$ cat src/rtl/tcm_arb_pkg.sv
// Shared types and defaults for the TCM port arbiter.
// The tracking FIFO stores the widest supported tag; the top level narrows it to TAG_W.
package tcm_arb_pkg;

  localparam int OUTSTANDING_DEF = 2;
  localparam int TAG_W_DEF       = 11;
  localparam int TAG_W_MAX       = 32;

  typedef enum logic [1:0] {
    SRC_I     = 2'd0,
    SRC_D     = 2'd1,
    SRC_LOCAL = 2'd2
  } arb_src_t;

  typedef struct packed {
    arb_src_t               src;
    logic [TAG_W_MAX-1:0]   tag;
    logic                   kill;
  } arb_entry_t;

endpackage

$ cat src/rtl/tcm_arb_fifo.sv
// In-order tracking FIFO of issued transactions.
// It can mark every queued fetch entry (and one being pushed) as killed.
module tcm_arb_fifo
  import tcm_arb_pkg::*;
#(
  parameter int DEPTH = OUTSTANDING_DEF
) (
  input  logic       clk_i,
  input  logic       rst_i,
  input  logic       push_i,
  input  arb_entry_t push_entry_i,
  input  logic       pop_i,
  input  logic       kill_ifetch_i,
  output arb_entry_t head_o,
  output logic       full_o,
  output logic       empty_o
);

  localparam int PTR_W = (DEPTH > 1) ? $clog2(DEPTH) : 1;
  localparam int CNT_W = PTR_W + 1;

  arb_entry_t        mem_q [DEPTH];
  logic [PTR_W-1:0]  wr_ptr_q, rd_ptr_q;
  logic [CNT_W-1:0]  count_q;
  arb_entry_t        entry_w;
  logic              push_ok, pop_ok;

  assign full_o  = (count_q == CNT_W'(DEPTH));
  assign empty_o = (count_q == '0);
  assign head_o  = mem_q[rd_ptr_q];
  assign push_ok = push_i & ~full_o;
  assign pop_ok  = pop_i & ~empty_o;

  always_comb begin
    entry_w      = push_entry_i;
    entry_w.kill = push_entry_i.kill | (kill_ifetch_i & (push_entry_i.src == SRC_I));
  end

  always_ff @(posedge clk_i or posedge rst_i) begin
    if (rst_i) begin
      wr_ptr_q <= '0;
      rd_ptr_q <= '0;
      count_q  <= '0;
      for (int k = 0; k < DEPTH; k++) mem_q[k] <= '0;
    end else begin
      // Stale slots may also get marked; they are overwritten on their next push.
      if (kill_ifetch_i) begin
        for (int k = 0; k < DEPTH; k++) begin
          if (mem_q[k].src == SRC_I) mem_q[k].kill <= 1'b1;
        end
      end
      if (push_ok) begin
        mem_q[wr_ptr_q] <= entry_w;
        wr_ptr_q        <= wr_ptr_q + PTR_W'(1);
      end
      if (pop_ok) rd_ptr_q <= rd_ptr_q + PTR_W'(1);
      unique case ({push_ok, pop_ok})
        2'b10:   count_q <= count_q + CNT_W'(1);
        2'b01:   count_q <= count_q - CNT_W'(1);
        default: ;
      endcase
    end
  end

endmodule

$ cat src/rtl/tcm_port_arbiter.sv
// Round-robin sharing of one single-port TCM between fetch and data ports.
// Responses come back in order and are steered by the tracking FIFO head.
module tcm_port_arbiter
  import tcm_arb_pkg::*;
#(
  parameter int OUTSTANDING = OUTSTANDING_DEF,
  parameter int TAG_W       = TAG_W_DEF
) (
  input  logic             clk_i,
  input  logic             rst_i,
  input  logic             mem_i_rd_i,
  input  logic [31:0]      mem_i_pc_i,
  input  logic             mem_i_flush_i,
  input  logic             mem_i_invalidate_i,
  output logic             mem_i_accept_o,
  output logic             mem_i_valid_o,
  output logic             mem_i_error_o,
  output logic [31:0]      mem_i_inst_o,
  input  logic [31:0]      mem_d_addr_i,
  input  logic [31:0]      mem_d_data_wr_i,
  input  logic             mem_d_rd_i,
  input  logic [3:0]       mem_d_wr_i,
  input  logic             mem_d_cacheable_i,
  input  logic [TAG_W-1:0] mem_d_req_tag_i,
  input  logic             mem_d_invalidate_i,
  input  logic             mem_d_writeback_i,
  input  logic             mem_d_flush_i,
  output logic             mem_d_accept_o,
  output logic             mem_d_ack_o,
  output logic             mem_d_error_o,
  output logic [31:0]      mem_d_data_rd_o,
  output logic [TAG_W-1:0] mem_d_resp_tag_o,
  output logic [31:0]      mem_addr_o,
  output logic [31:0]      mem_data_wr_o,
  output logic             mem_rd_o,
  output logic [3:0]       mem_wr_o,
  input  logic             mem_accept_i,
  input  logic             mem_ack_i,
  input  logic             mem_error_i,
  input  logic [31:0]      mem_data_rd_i
);

  arb_src_t    rr_q, rr_d;
  arb_entry_t  head, push_entry;
  logic        fifo_full, fifo_empty, push, pop;
  logic        i_kill, i_req, d_op, d_mem, d_req, grant_i, grant_d, issue_ok;
  logic        i_acc, d_acc, head_killed;
  logic        i_valid_q, i_err_q, d_ack_q, d_err_q;
  logic [31:0] i_inst_q, d_data_q;
  logic [TAG_W-1:0] d_tag_q;
  logic        unused_ok;

  assign i_kill   = mem_i_flush_i | mem_i_invalidate_i;
  assign i_req    = mem_i_rd_i & ~i_kill;
  assign d_op     = mem_d_invalidate_i | mem_d_writeback_i | mem_d_flush_i;
  assign d_mem    = ~d_op & (mem_d_rd_i | (|mem_d_wr_i));
  assign d_req    = d_op | d_mem;
  assign grant_d  = d_req & (~i_req | (rr_q == SRC_I));
  assign grant_i  = i_req & ~grant_d;
  assign issue_ok = ~fifo_full & ~rst_i;

  always_comb begin
    mem_addr_o    = '0;
    mem_data_wr_o = '0;
    mem_rd_o      = 1'b0;
    mem_wr_o      = '0;
    if (issue_ok && grant_i) begin
      mem_addr_o = mem_i_pc_i;
      mem_rd_o   = 1'b1;
    end else if (issue_ok && grant_d && d_mem) begin
      mem_addr_o    = mem_d_addr_i;
      mem_data_wr_o = mem_d_data_wr_i;
      mem_wr_o      = mem_d_wr_i;
      mem_rd_o      = mem_d_rd_i & (mem_d_wr_i == 4'b0);
    end
  end

  // Cache ops never touch the TCM, so they do not wait for mem_accept_i.
  assign i_acc          = issue_ok & grant_i & mem_accept_i;
  assign d_acc          = issue_ok & grant_d & (d_op | mem_accept_i);
  assign mem_i_accept_o = i_acc;
  assign mem_d_accept_o = d_acc;
  assign push           = i_acc | d_acc;

  always_comb begin
    push_entry     = '0;
    push_entry.src = grant_i ? SRC_I : (d_op ? SRC_LOCAL : SRC_D);
    push_entry.tag = grant_i ? '0 : TAG_W_MAX'(mem_d_req_tag_i);
  end

  always_comb begin
    rr_d = rr_q;
    if (i_acc)      rr_d = SRC_I;
    else if (d_acc) rr_d = SRC_D;
  end

  assign pop         = ~fifo_empty & (mem_ack_i | (head.src == SRC_LOCAL));
  assign head_killed = head.kill | i_kill;

  tcm_arb_fifo #(.DEPTH(OUTSTANDING)) u_fifo (
    .clk_i         (clk_i),
    .rst_i         (rst_i),
    .push_i        (push),
    .push_entry_i  (push_entry),
    .pop_i         (pop),
    .kill_ifetch_i (i_kill),
    .head_o        (head),
    .full_o        (fifo_full),
    .empty_o       (fifo_empty)
  );

  always_ff @(posedge clk_i or posedge rst_i) begin
    if (rst_i) begin
      rr_q      <= SRC_I;
      i_valid_q <= 1'b0;
      i_err_q   <= 1'b0;
      i_inst_q  <= '0;
      d_ack_q   <= 1'b0;
      d_err_q   <= 1'b0;
      d_data_q  <= '0;
      d_tag_q   <= '0;
    end else begin
      rr_q      <= rr_d;
      i_valid_q <= 1'b0;
      d_ack_q   <= 1'b0;
      if (pop) begin
        unique case (head.src)
          SRC_I: begin
            if (!head_killed) begin
              i_valid_q <= 1'b1;
              i_inst_q  <= mem_data_rd_i;
              i_err_q   <= mem_error_i;
            end
          end
          SRC_D: begin
            d_ack_q  <= 1'b1;
            d_data_q <= mem_data_rd_i;
            d_err_q  <= mem_error_i;
            d_tag_q  <= head.tag[TAG_W-1:0];
          end
          SRC_LOCAL: begin
            d_ack_q  <= 1'b1;
            d_data_q <= '0;
            d_err_q  <= 1'b0;
            d_tag_q  <= head.tag[TAG_W-1:0];
          end
          default: ;
        endcase
      end
    end
  end

  assign mem_i_valid_o    = i_valid_q;
  assign mem_i_error_o    = i_err_q;
  assign mem_i_inst_o     = i_inst_q;
  assign mem_d_ack_o      = d_ack_q;
  assign mem_d_error_o    = d_err_q;
  assign mem_d_data_rd_o  = d_data_q;
  assign mem_d_resp_tag_o = d_tag_q;

  assign unused_ok = ^{mem_d_cacheable_i, head.tag};

  // A downstream ack must belong to a downstream entry at the head.
  a_ack_empty: assert property (@(posedge clk_i) disable iff (rst_i)
    !(mem_ack_i && fifo_empty));
  a_ack_local: assert property (@(posedge clk_i) disable iff (rst_i)
    !(mem_ack_i && !fifo_empty && (head.src == SRC_LOCAL)));

endmodule

$ cat config.mk
export PLATFORM = sky130hd
export DESIGN_NAME = tcm_port_arbiter
export DESIGN_NICKNAME = d
export VERILOG_FILES = /design/src/rtl/tcm_arb_pkg.sv /design/src/rtl/tcm_arb_fifo.sv /design/src/rtl/tcm_port_arbiter.sv
export SDC_FILE = /design/constraint.sdc
export NUM_CORES = 1
export LEC_CHECK = 0
export ABC_AREA = 1
export ABC_CLOCK_PERIOD_IN_PS = 6700
export BUFFER_PORTS_ARGS = -buffer_cell sky130_fd_sc_hd__clkbuf_2
export CORE_ASPECT_RATIO = 0.6
export CORE_MARGIN = 2
export CORE_UTILIZATION = 45
export DETAILED_ROUTE_END_ITERATION = 7
export GPL_TIMING_DRIVEN = 0
export MAX_ROUTING_LAYER = met4
export PLACE_DENSITY_LB_ADDON = 0.12
export SKIP_LAST_GASP = 1
export SLEW_MARGIN = 25
export SYNTH_ARGS = -nofsm -noshare
export SYNTH_HDL_FRONTEND = slang
export SYNTH_SLANG_ARGS = --single-unit
$ cat constraint.sdc
create_clock -name clk_i -period 6.7 [get_ports clk_i]
set_clock_uncertainty 0.05 [all_clocks]
set_input_delay 1.34 -clock clk_i [delete_from_list [all_inputs] [get_ports clk_i]]
set_output_delay 1.34 -clock clk_i [all_outputs]
set_load 0.005 [all_outputs]
# --- Word-level counts from Yosys, hierarchy flattened ---
# Cells that the tools add are included.
totals:
  in_bits: 156
  register_bits: 155
op_classes:
  mux: 32
  n_eq_ne: 5
  n_addsub: 4
  n_bitwise: 34
  order_cmp: 3
  reduce_logical: 19
op_table:
  columns: ["operator", "count"]
  rows:
  - ["35-bit two-way mux", 4]
  - ["32-bit two-way mux", 4]
  - ["70-bit bitwise mux", 1]
  - ["32-bit case mux with 2 select lines", 1]
  - ["36-bit two-way mux", 1]
  - ["35-bit demux with 1-bit select", 1]
  - ["1-bit bitwise AND", 14]
  - ["2-bit zero test", 6]
  - ["1-bit two-way mux", 11]
  - ["11-bit two-way mux", 1]
  - ["1-bit OR", 10]
  - ["2-bit two-way mux", 4]
  - ["4-bit two-way mux", 2]
  - ["1-bit NOT", 8]
  - ["2-bit equality test (second input constant)", 3]
  - ["2-bit nonzero test", 3]
  - ["2-bit by 1-bit equality test with 1-bit output (second input constant)", 2]
  - ["2-bit greater-or-equal comparator (second input constant)", 2]
  - ["1-bit logical AND", 4]
  - ["4-bit zero test", 1]
  - ["1-bit NOT with 2-bit output", 2]
  - ["2-bit case mux with 2 select lines", 1]
  - ["2-bit AND reduction", 2]
  - ["4-bit OR reduction", 1]
  - ["other kinds (7)", 8]

# --- Longest topological paths before layout ---
# Gate-level depths: netlist (run 1).
logic_depth:
  word_depth: 14
  ltp_mapped: 14
  ltp_nobuf: 13

# --- Cells and area by module ---
# Synthesis (run 1) repeated with hierarchy kept, for this count alone.
hier_totals:
  cells_unflattened: 991
  area_unflattened_um2: 7734.9
by_module_without_submodules:
  columns: ["mod", "seq_area_each_um2", "area_each_um2", "cells_per_inst", "n_inst"]
  rows:
  - ["tcm_port_arbiter", 2001.9, 4411.7, 578, 1]
  - ["tcm_arb_fifo", 1851.8, 3323.2, 413, 1]

# --- Worst setup path after synthesis (run 1) ---
# OpenSTA, ideal clock, no wires.
synth_timing:
  path_kind: "input to output"
  from: "in rst_i"
  to: "out mem_data_wr_o[10]"
  setup_slack_ns: 0.594
  path_stages: 6
  t_arrival_ns: 4.716
  required_ns: 5.310
  n_path_buf: 1
  cell_sequence: "inv_1 o21ai_2 nor2_4 nand2_1 buf_2 nor2_1"
synth_via:
  elab_chain_cells: 6
  word_cells_on_any_way: 7
  cone_classes: "2 x mux; 2 x bitwise; 3 x reduce/logical"
synth_lines:
  columns: ["element", "line", "text"]
  rows:
  - ["start: declaration", "tcm_port_arbiter.sv:10", "input logic rst_i,"]
  - ["1-bit NOT *", "tcm_port_arbiter.sv:60", "assign issue_ok = ~fifo_full & ~rst_i;"]
  - ["1-bit bitwise AND *", "tcm_port_arbiter.sv:60", null]
  - ["1-bit logical AND (2 in series)", "tcm_port_arbiter.sv:70", "end else if (issue_ok && grant_d && d_mem) begin"]
  - ["32-bit two-way mux", "tcm_port_arbiter.sv:70", null]
  - ["32-bit two-way mux *", "tcm_port_arbiter.sv:67", "if (issue_ok && grant_i) begin"]
  - ["end: declaration", "tcm_port_arbiter.sv:34", "output logic [31:0] mem_data_wr_o,"]
# Mark *: on every way between the ends. The rest lies on a longest branch, timed or not.

# --- Final worst setup path (run 1) ---
layout_timing:
  from: "in rst_i"
  to: "out mem_data_wr_o[11]"
# The elaborated chain is that of the path after synthesis.

==> results of run 1 <==
==> layout by cell type, fill, tap and decap left out <==
cell type  count
nand4_2        1
clkinv_4       2
buf_2         23
buf_4          2
nand2_2        4
nor2_2         1
xor2_1         1
dfrtp_1      112
clkinv_1       1
clkbuf_16      9
nor3b_1        1
buf_1          7
nand2_1      251
o22ai_2        1
o21a_1        11
a31oi_1        1
clkinv_2       1
nor2_4         1
nor2_1        53
or2_2          1
o21ai_0       50
and2_1         1
a21oi_1        4
inv_2          7
ha_1           3
clkinv_8       1
clkbuf_1      16
buf_16         1
o21ai_2        2
xnor2_1        2
clkbuf_2     304
inv_1         72
buf_6          2
inv_8          2
nand3_1      124
inv_6          1
==> through the flow <==
stage / std cells / power (mW)
after floorplan: 755 / 2.05
after global placement: 1224 / 2.62
after detailed placement: 1225 / 2.67
after CTS: 1241 / 3.19
after global routing: 1241 / 3.43
final: 1241 / 3.18
==> path summary, 6_finish.rpt <==
kind	start	to	slack, ns	cells past startpoint
max reg2reg	u_fifo.rd_ptr_q	mem_i_inst_o[29]	3.89	13
max	rst_i	mem_data_wr_o[11]	1.66	9
max in group asynchronous	rst_i	mem_i_inst_o[15]	4.98	3
min in group asynchronous	rst_i	mem_d_resp_tag_o[6]	0.92	2
min	u_fifo.mem_q[4]	u_fifo.mem_q[4]	0.42	2
min reg2reg	u_fifo.mem_q[4]	u_fifo.mem_q[4]	0.42	2
==> registers in the layout, indices dropped and copies added, names as in the netlist <==
register          flops
mem_d_data_rd_o      32
mem_i_inst_o         32
u_fifo.mem_q         28
mem_d_resp_tag_o     11
u_fifo.count_q        2
mem_d_ack_o           1
mem_d_error_o         1
mem_i_error_o         1
mem_i_valid_o         1
rr_q                  1
u_fifo.rd_ptr_q       1
u_fifo.wr_ptr_q       1
==> worst max-delay path, stage by stage <==
cell      delay (ns)
clkbuf_2        0.11
inv_6           0.28
buf_16          0.36
o21ai_2         0.16
nor2_4          0.24
nand2_1         0.27
buf_2           0.27
nor2_1          0.36
clkbuf_2        0.20
==> report_power, final <==
part | internal, mW | switching (mW)
registers | 0.992 | 0.165
clock network | 0.262 | 0.258
logic | 0.554 | 0.949
total | 1.81 | 1.37
==> cells by family (layout without fill, tap and decap cells) <==
kind of cell | after synthesis | count (layout) | share of synthesized area (%)
xor+xnor | 3 | 3 | 0.467
simple gates | 438 | 438 | 32.6
buf+inv | 130 | 451 | 9.58
compound gates | 69 | 69 | 6.91
flops | 112 | 112 | 49.8
fa+ha+maj | 3 | 3 | 0.667
==> layout make-up <==
cell class | count | area, µm²
Inverter | 81 | 309
Timing Repair Buffer | 305 | 1550
Buffer | 49 | 235
Clock inverter | 6 | 61.3
Tap cell | 165 | 206
Clock buffer | 10 | 229
Sequential cell | 112 | 2800
Multi-Input combinational cell | 513 | 2290
Fill cell | 1124 | 4460
==> cells in the mapped netlist <==
cell / n
a21oi_1: 4
a31oi_1: 1
and2_1: 1
buf_1: 7
buf_2: 23
buf_4: 2
buf_6: 2
clkbuf_1: 15
clkinv_1: 1
dfrtp_1: 112
ha_1: 3
inv_1: 73
inv_2: 7
nand2_1: 251
nand2_2: 4
nand3_1: 124
nand4_2: 1
nor2_1: 53
nor2_2: 1
nor2_4: 1
nor3b_1: 1
o21a_1: 11
o21ai_0: 50
o21ai_2: 2
o22ai_2: 1
or2_2: 1
xnor2_1: 2
xor2_1: 1
==> routing by layer <==
| metal | track usage, % | vias up |
|---|---|---|
| li1 | - | 2992 |
| met1 | 43.5 | 2812 |
| met2 | 41.9 | 236 |
| met3 | 5.56 | 14 |
| met4 | 3.49 | 0 |
| met5 | - | - |
==> flow_summary.yaml, run 1 <==
timing:
  fin_crit_ns: 5.04
  rsz0062_at_grt: "no"
  setup_viol: 0
  setup_ws_ns: 1.66
  slew_headroom_pct: 63.8
  clock.fmax_mhz: 198
  worst_hold_slack_ns: 0.423
  tightest_slew_ns: 0.543
  slew_viol_final: 0
  hold_viol_final: 0
  tns_ns: 0
  final.period_utilization_pct: 75.2
global_route:
  grt_max_degree: 76
  grt_usage_pct: 28.9
  antenna_found_initial: 0
  grt_pass1_vias: 5555
  grt_pass1_wl_mm: 29.6
  gr-total-overflow: 0
setup_path:
  endpoint_kind: "output pin"
  crit_path_max_fanout: 75
  crit_path_start_kind: "input port"
  critPathArrivalTime_ns: 3.65
  crit_type: "input port to output pin"
  worst_ep_required_time_ns: 5.31
floorplan:
  core_region_area_um2: 12100
  die_area_um2: 13500
  ios: 306
  die_h_um: 90.7
  initial_utilization_pct: 46.4
  num_rows: 31
  die_width_um: 148
place:
  gp_congestion: 0.882
  port_buffers: 304
  place_area_um2: 7390
  place_ws_ns: 1.69
  dp_hpwl_mm: 15.1
drt:
  via_per_inst: 4.88
  wl_met2_mm: 8.29
  routed_wl_mm: 18.8
  post_drt_wl_per_cell_um: 15.2
  top_layer_used: "met4"
  drc: 0
  wl_met1_mm: 9.17
  postRouteAntennaNets: 0
  wl_met3_mm: 1.22
  vias: 6054
  drt-initial-drc-count: 445
  first_pass_iters: 4
clocking:
  cts_max_level: 3
  cts.clk_slew.worst_paths_ns: 0.07
  cts_buffers: 9
  cts_tree: "done"
  hold_buffers: 0
  cts_setup_buffers: 0
  root_buffer: "clkbuf_16"
  clockBufferDepth: 2
  clock-sinks: 112
  cts_resized: 0
  insertion_delay_ns: 0.34
pwr:
  p_leak_nw: 4.71
  p_per_area_nw_per_um2: 414
  vdd_drop_max_uv: 224
final_layout:
  fin_nets: 1230
  final_core_util_pct: 63.3
  areaGrowthSynthToFinish_pct: 36.4
  postLayoutCellArea_um2: 7680
  antennaDiodeCount: 0
  drive_gt1_share_pct: 34.0
synth:
  synth_area_um2: 5630
  synth_seq_cells: 112
  avgSynthCellArea_um2: 7.46
  yosys.area.top_type_share_pct: 49.8
  ys_types: 28
  synth_nets: 914
  yosys_warnings: 0
  netlist_instances: 755
  synth.largest_area_cell: "dfrtp_1"
  yosysSeqAreaShare_pct: 49.8
  synthTopCellsByArea: "dfrtp_1 (50%), nand2_1 (17%), nand3_1 (11%)"
hold_path:
  hp-class: "register to register"
flow_run:
  maxCapViolations: 0
status:
  status: "completed"
No activity file was read; power rests on OpenSTA's default activity.
==> run 2, diff against run 1 <==
ABC_AREA = 0   (was 1)
ABC_CLOCK_PERIOD_IN_PS = 5000   (was 6700)
clock period = 5 ns   (was 6.7 ns; I/O delays follow)
==> flow_summary.yaml, run 2 <==
global_route:
  grt_pass1_wl_mm: 24.1
  antenna_found_initial: 0
  grt_usage_pct: 24.8
  grt_max_degree: 32
  gr-total-overflow: 0
  grt_pass1_vias: 4657
place:
  dp_hpwl_mm: 12.9
  place_ws_ns: 0.935
  place_area_um2: 7210
  dp_cells: 960
  gp_congestion: 0.796
  port_buffers: 304
final_layout:
  multiInputGateArea_um2: 2320
  drive_gt1_share_pct: 44.9
  fin_nets: 970
  antennaDiodeCount: 0
  stdcell_count: 976
  seq_area_um2: 2800
  postLayoutCellArea_um2: 7490
  areaGrowthSynthToFinish_pct: 39.1
  layout_commonest_cell: "clkbuf_2"
  fillers: 957
  final_cell_mix: "clkbuf_2 (304), dfrtp_1 (112), o21ai_0 (55)"
floorplan:
  die_area_um2: 12900
  ios: 306
  num_rows: 30
  initial_utilization_pct: 46.9
  core_region_area_um2: 11500
  die_h_um: 88.7
  die_width_um: 145
drt:
  via_per_inst: 4.93
  drc: 0
  postRouteAntennaNets: 0
  routed_wl_mm: 15.9
  vias: 4808
  post_drt_wl_per_cell_um: 16.3
  drt-initial-drc-count: 247
  first_pass_iters: 5
clocking:
  root_buffer: "clkbuf_16"
  cts_setup_buffers: 0
  cts_tree: "done"
  cts_max_level: 3
  clock-sinks: 112
  hold_buffers: 0
  cts_buffers: 9
  insertion_delay_ns: 0.34
  clockBufferDepth: 2
  cts_resized: 0
  cts.clk_slew.worst_paths_ns: 0.07
setup_path:
  crit_path_max_fanout: 30
  crit_path_start_kind: "input port"
  worstSetupStartpoint: "rst_i"
  r2r_cells: 8
  endpoint: "mem_addr_o[19]"
  endpoint_kind: "output pin"
  worst_ep_required_time_ns: 3.95
  crit_type: "input port to output pin"
  r2r-start: "u_fifo.rd_ptr_q"
  reg2reg_slack_ns: 1.46
  critPathArrivalTime_ns: 3.03
  r2r_end: "mem_i_inst_o[17]"
synth:
  synth_area_um2: 5390
  yosysSeqAreaShare_pct: 52.0
  yosys_warnings: 0
  synth-simple-area-share_pct: 14.9
  synth_seq_cells: 112
  netlist_instances: 492
  synth_compound_gate_area_share_pct: 12.2
  synth-edff-count: 0
  ys.flop_type: "dfrtp_1"
  yosysMostFrequentCell: "dfrtp_1"
  synth_top_family_by_area: "simple AND/OR/NAND/NOR gates"
  yosys.area.top_type_share_pct: 52.0
  synth_fa_ha_area_share_pct: 0.697
  async_flop_share_pct: 100
  avgSynthCellArea_um2: 10.9
  synth.largest_area_cell: "dfrtp_1"
  muxShareOfSynthArea_pct: 14.4
  synthTopCellsByCount: "dfrtp_1 (112), o21ai_0 (55), nand2_1 (47)"
  synth_xor_area_share_pct: 0.813
  synth_nets: 651
  ys_types: 36
  synthTopCellsByArea: "dfrtp_1 (52%), mux2i_1 (6.7%), a22o_1 (5.2%)"
pwr:
  vdd_drop_max_uv: 276
  swShare_pct: 38.8
  switchingPower_mw: 1.56
  power.share.combinational_pct: 45.1
  p_leak_nw: 3.98
  p_clk_share_pct: 17.0
  seq_power_share_pct: 37.9
  cell_internal_pwr_mw: 2.47
  p_per_area_nw_per_um2: 538
timing:
  rsz0062_at_grt: "no"
  tightest_slew_ns: 0.786
  clock.fmax_mhz: 245
  slew_headroom_pct: 47.6
  setup_viol: 0
  hold_viol_final: 0
  setup_ws_ns: 0.920
  tns_ns: 0
  final.period_utilization_pct: 81.6
  slew_viol_final: 0
  fin_crit_ns: 4.08
hold_path:
  hp-class: "register to register"
status:
  status: "completed"
flow_run:
  maxCapViolations: 0
-- run 2: cell types whose count changed in the layout (fill, tap and decap cells not counted), moves of 33 or more --
cell,before,now
inv_1,72,28
nor2_1,53,6
and2_1,1,37
nand2_1,251,47
mux2i_1,0,36
nand2b_1,0,33
nand3_1,124,0
-- run 2: cell type report --
cell class	count	share of cell area [%]
plain buffers	31	2.10
clock buffers	10	3.06
clock inverters	6	0.735
inverters	29	1.50
multi-input cells	320	30.9
flip-flops and latches	112	37.4
well taps	160	2.67
repair buffers	308	21.6
-- run 2: worst min-delay path by stage --
| stage | from | end | slack, ns | cells after the start |
|---|---|---|---|---|
| 6_report | mem_d_data_rd_o[31] | mem_d_data_rd_o[31] | 0.43 | 2 |
| 3_3_place_gp | mem_d_resp_tag_o[7] | mem_d_resp_tag_o[7] | 0.41 | 2 |
| 2_1_floorplan | u_fifo.mem_q[35] | u_fifo.mem_q[35] | 0.42 | 2 |
| 5_1_grt | mem_d_data_rd_o[20] | mem_d_data_rd_o[20] | 0.45 | 2 |
| 4_1_cts | mem_d_data_rd_o[31] | mem_d_data_rd_o[31] | 0.44 | 2 |
| 3_5_place_dp | mem_d_data_rd_o[22] | mem_d_data_rd_o[22] | 0.42 | 2 |
-- run 2: power groups by stage --
stage / combinational (mW) / sequential (mW) / clock [mW]
2_1_floorplan: 1.09 / 1.54 / 0
3_3_place_gp: 1.77 / 1.52 / 0
3_5_place_dp: 1.84 / 1.55 / 0
4_1_cts: 1.85 / 1.53 / 0.700
5_1_grt: 2.04 / 1.58 / 0.738
6_report: 1.82 / 1.53 / 0.684
-- run 2: worst max-delay path, stage by stage --
cell        delay (ns)
clkbuf_2          0.10
clkinvlp_4        0.25
buf_12            0.24
o21ai_4           0.15
nor3b_2           0.45
buf_2             0.33
buf_6             0.18
a22o_1            0.18
clkbuf_2          0.13
-- run 2: per-layer routing --
layer	wire, µm	share of wire, %	track usage (%)	up-vias
met5	0	0	-	-
met4	82	0.52	4.46	0
met3	897	5.6	5.62	7
met2	7780	49	38.3	136
met1	7140	45	34.4	2344
li1	-	-	-	2321
-- run 2: stage by stage --
step	power [mW]	util, %	hold WS, ns
2_1_floorplan	2.62	-	0.416
3_3_place_gp	3.29	61.9	0.412
3_5_place_dp	3.39	62.7	0.424
4_1_cts	4.08	65.2	0.440
5_1_grt	4.36	65.2	0.451
6_report	4.03	65.2	0.435
-- run 2: kinds of logic after synthesis --
group	after synthesis
AND/OR/NAND/NOR	138
flip-flops	112
AO/OA/AOI/OAI	101
multiplexers	73
buffers and inverters	60
XOR/XNOR	5
adder cells (fa/ha/maj)	3
==> run 3, diff against run 2 <==
ABC_CLOCK_PERIOD_IN_PS = 3450   (was 5000)
CORE_UTILIZATION = 40   (was 45)
clock period = 3.45 ns   (was 5 ns; I/O delays follow)
==> flow_summary.yaml, run 3 (synthesis results as in run 2) <==
status:
  status: "completed"
floorplan:
  ios: 306
  die_width_um: 154
  initial_utilization_pct: 41.4
  num_rows: 32
  die_area_um2: 14400
  core_region_area_um2: 13000
  die_h_um: 93.9
clocking:
  insertion_delay_ns: 0.34
  clockBufferDepth: 2
  clock-sinks: 112
  cts_setup_buffers: 0
  root_buffer: "clkbuf_16"
  hold_buffers: 0
  cts.clk_slew.worst_paths_ns: 0.07
  cts_tree: "done"
  cts_max_level: 3
  cts_buffers: 9
timing:
  slew_viol_final: 0
  slew_headroom_pct: 63.0
  worst_hold_slack_ns: 0.248
  setup_viol: 0
  final.period_utilization_pct: 92.6
  fin_crit_ns: 3.20
  tns_ns: 0
  hold_viol_final: 0
  tightest_slew_ns: 0.550
  clock.fmax_mhz: 313
  rsz0062_at_grt: "no"
final_layout:
  final_cell_mix: "clkbuf_2 (304), dfrtp_1 (112), o21ai_0 (55)"
  areaGrowthSynthToFinish_pct: 40.9
  drive_gt1_share_pct: 45.9
  layout_commonest_cell: "clkbuf_2"
  antennaDiodeCount: 0
  fin_nets: 969
  postLayoutCellArea_um2: 7590
place:
  port_buffers: 304
  place_area_um2: 7230
  gp_congestion: 0.811
  dp_hpwl_mm: 12.7
setup_path:
  path_delay_family: "buffers and inverters"
  crit_buf_inv: 6
  critPathArrivalTime_ns: 2.46
  crit_path_frequent_cell: "clkbuf_2"
  crit_chain: "clkbuf_2 -> clkinvlp_4 -> buf_16 -> o21ai_4 -> nor3b_2 -> buf_4 -> buf_6 -> a22o_1 -> clkbuf_2"
  crit_path_start_kind: "input port"
  r2r_cells: 7
  cp.depth: 9
  crit_path_max_fanout: 21
  worst_ep_required_time_ns: 2.71
  endpoint_kind: "output pin"
  slowest_stage: "nor3b_2"
  slowest_delay_ns: 0.36
  crit_type: "input port to output pin"
pwr:
  p_leak_nw: 4.03
  vdd_drop_max_uv: 367
  switchingPower_mw: 2.23
  seq_power_share_pct: 36.8
  swShare_pct: 36.9
  p_clk_share_pct: 20.0
  p_per_area_nw_per_um2: 795
  p_total_mw: 6.03
  power.share.combinational_pct: 43.2
  cell_internal_pwr_mw: 3.81
drt:
  drt-initial-drc-count: 155
  vias: 4719
  drc: 0
  routed_wl_mm: 15.5
  postRouteAntennaNets: 0
  post_drt_wl_per_cell_um: 15.8
  first_pass_iters: 4
  via_per_inst: 4.79
flow_run:
  maxCapViolations: 0
global_route:
  grt_max_degree: 30
  grt_pass1_vias: 4803
  gr-total-overflow: 0
  antenna_found_initial: 0
  grt_pass1_wl_mm: 24.2
  grt_usage_pct: 21.7
hold_path:
  hp-class: "input port to async pin"
run 3: timing repair:
action | CTS | global route
pin swaps | 0 | 0
hold endpoints to repair | 0 | 0
setup endpoints to repair | 38 | 6
gates resized for setup | 0 | 1
gates cloned | 0 | 0
run 3: final cells by class:
cell class | count | area (µm²)
Buffer | 30 | 160
Clock buffer | 10 | 239
Clock inverter | 6 | 116
Fill cell | 1165 | 5420
Inverter | 29 | 113
Multi-Input combinational cell | 320 | 2340
Sequential cell | 112 | 2800
Tap cell | 170 | 213
Timing Repair Buffer | 308 | 1610
run 3: layer usage:
| layer | part of all wire, % | track usage (%) |
|---|---|---|
| met2 | 46 | 32.2 |
| met1 | 49 | 31.4 |
| met5 | 0 | - |
| met3 | 4.0 | 4.57 |
| met4 | 0.67 | 3.19 |
run 3: stage by stage:
stage / utilization, % / worst slack [ns] / cells
floorplan: - / -0.687 / 492
global placement: 54.9 / -1.77 / 966
detailed placement: 55.6 / -0.134 / 970
CTS: 58.3 / 0.190 / 985
global route: 58.3 / 0.0542 / 985
finish: 58.3 / 0.254 / 985
run 3: path summary, 6_finish.rpt:
kind	slack, ns	endpoint	start
min	0.25	mem_i_inst_o[20]	rst_i
min in group clk_i	0.43	mem_d_data_rd_o[14]	mem_d_data_rd_o[14]
min reg2reg	0.43	mem_d_data_rd_o[14]	mem_d_data_rd_o[14]
max	0.25	mem_addr_o[10]	rst_i
max reg2reg	0.39	mem_i_inst_o[4]	u_fifo.rd_ptr_q
max in group asynchronous	2.04	mem_d_resp_tag_o[1]	rst_i
run 3: power groups by stage:
stage	registers, mW	clock network (mW)	logic, mW
floorplan	2.22	0	1.58
global route	2.29	1.30	2.93
global placement	2.20	0	2.56
CTS	2.23	1.23	2.66
detailed placement	2.24	0	2.66
finish	2.22	1.21	2.61
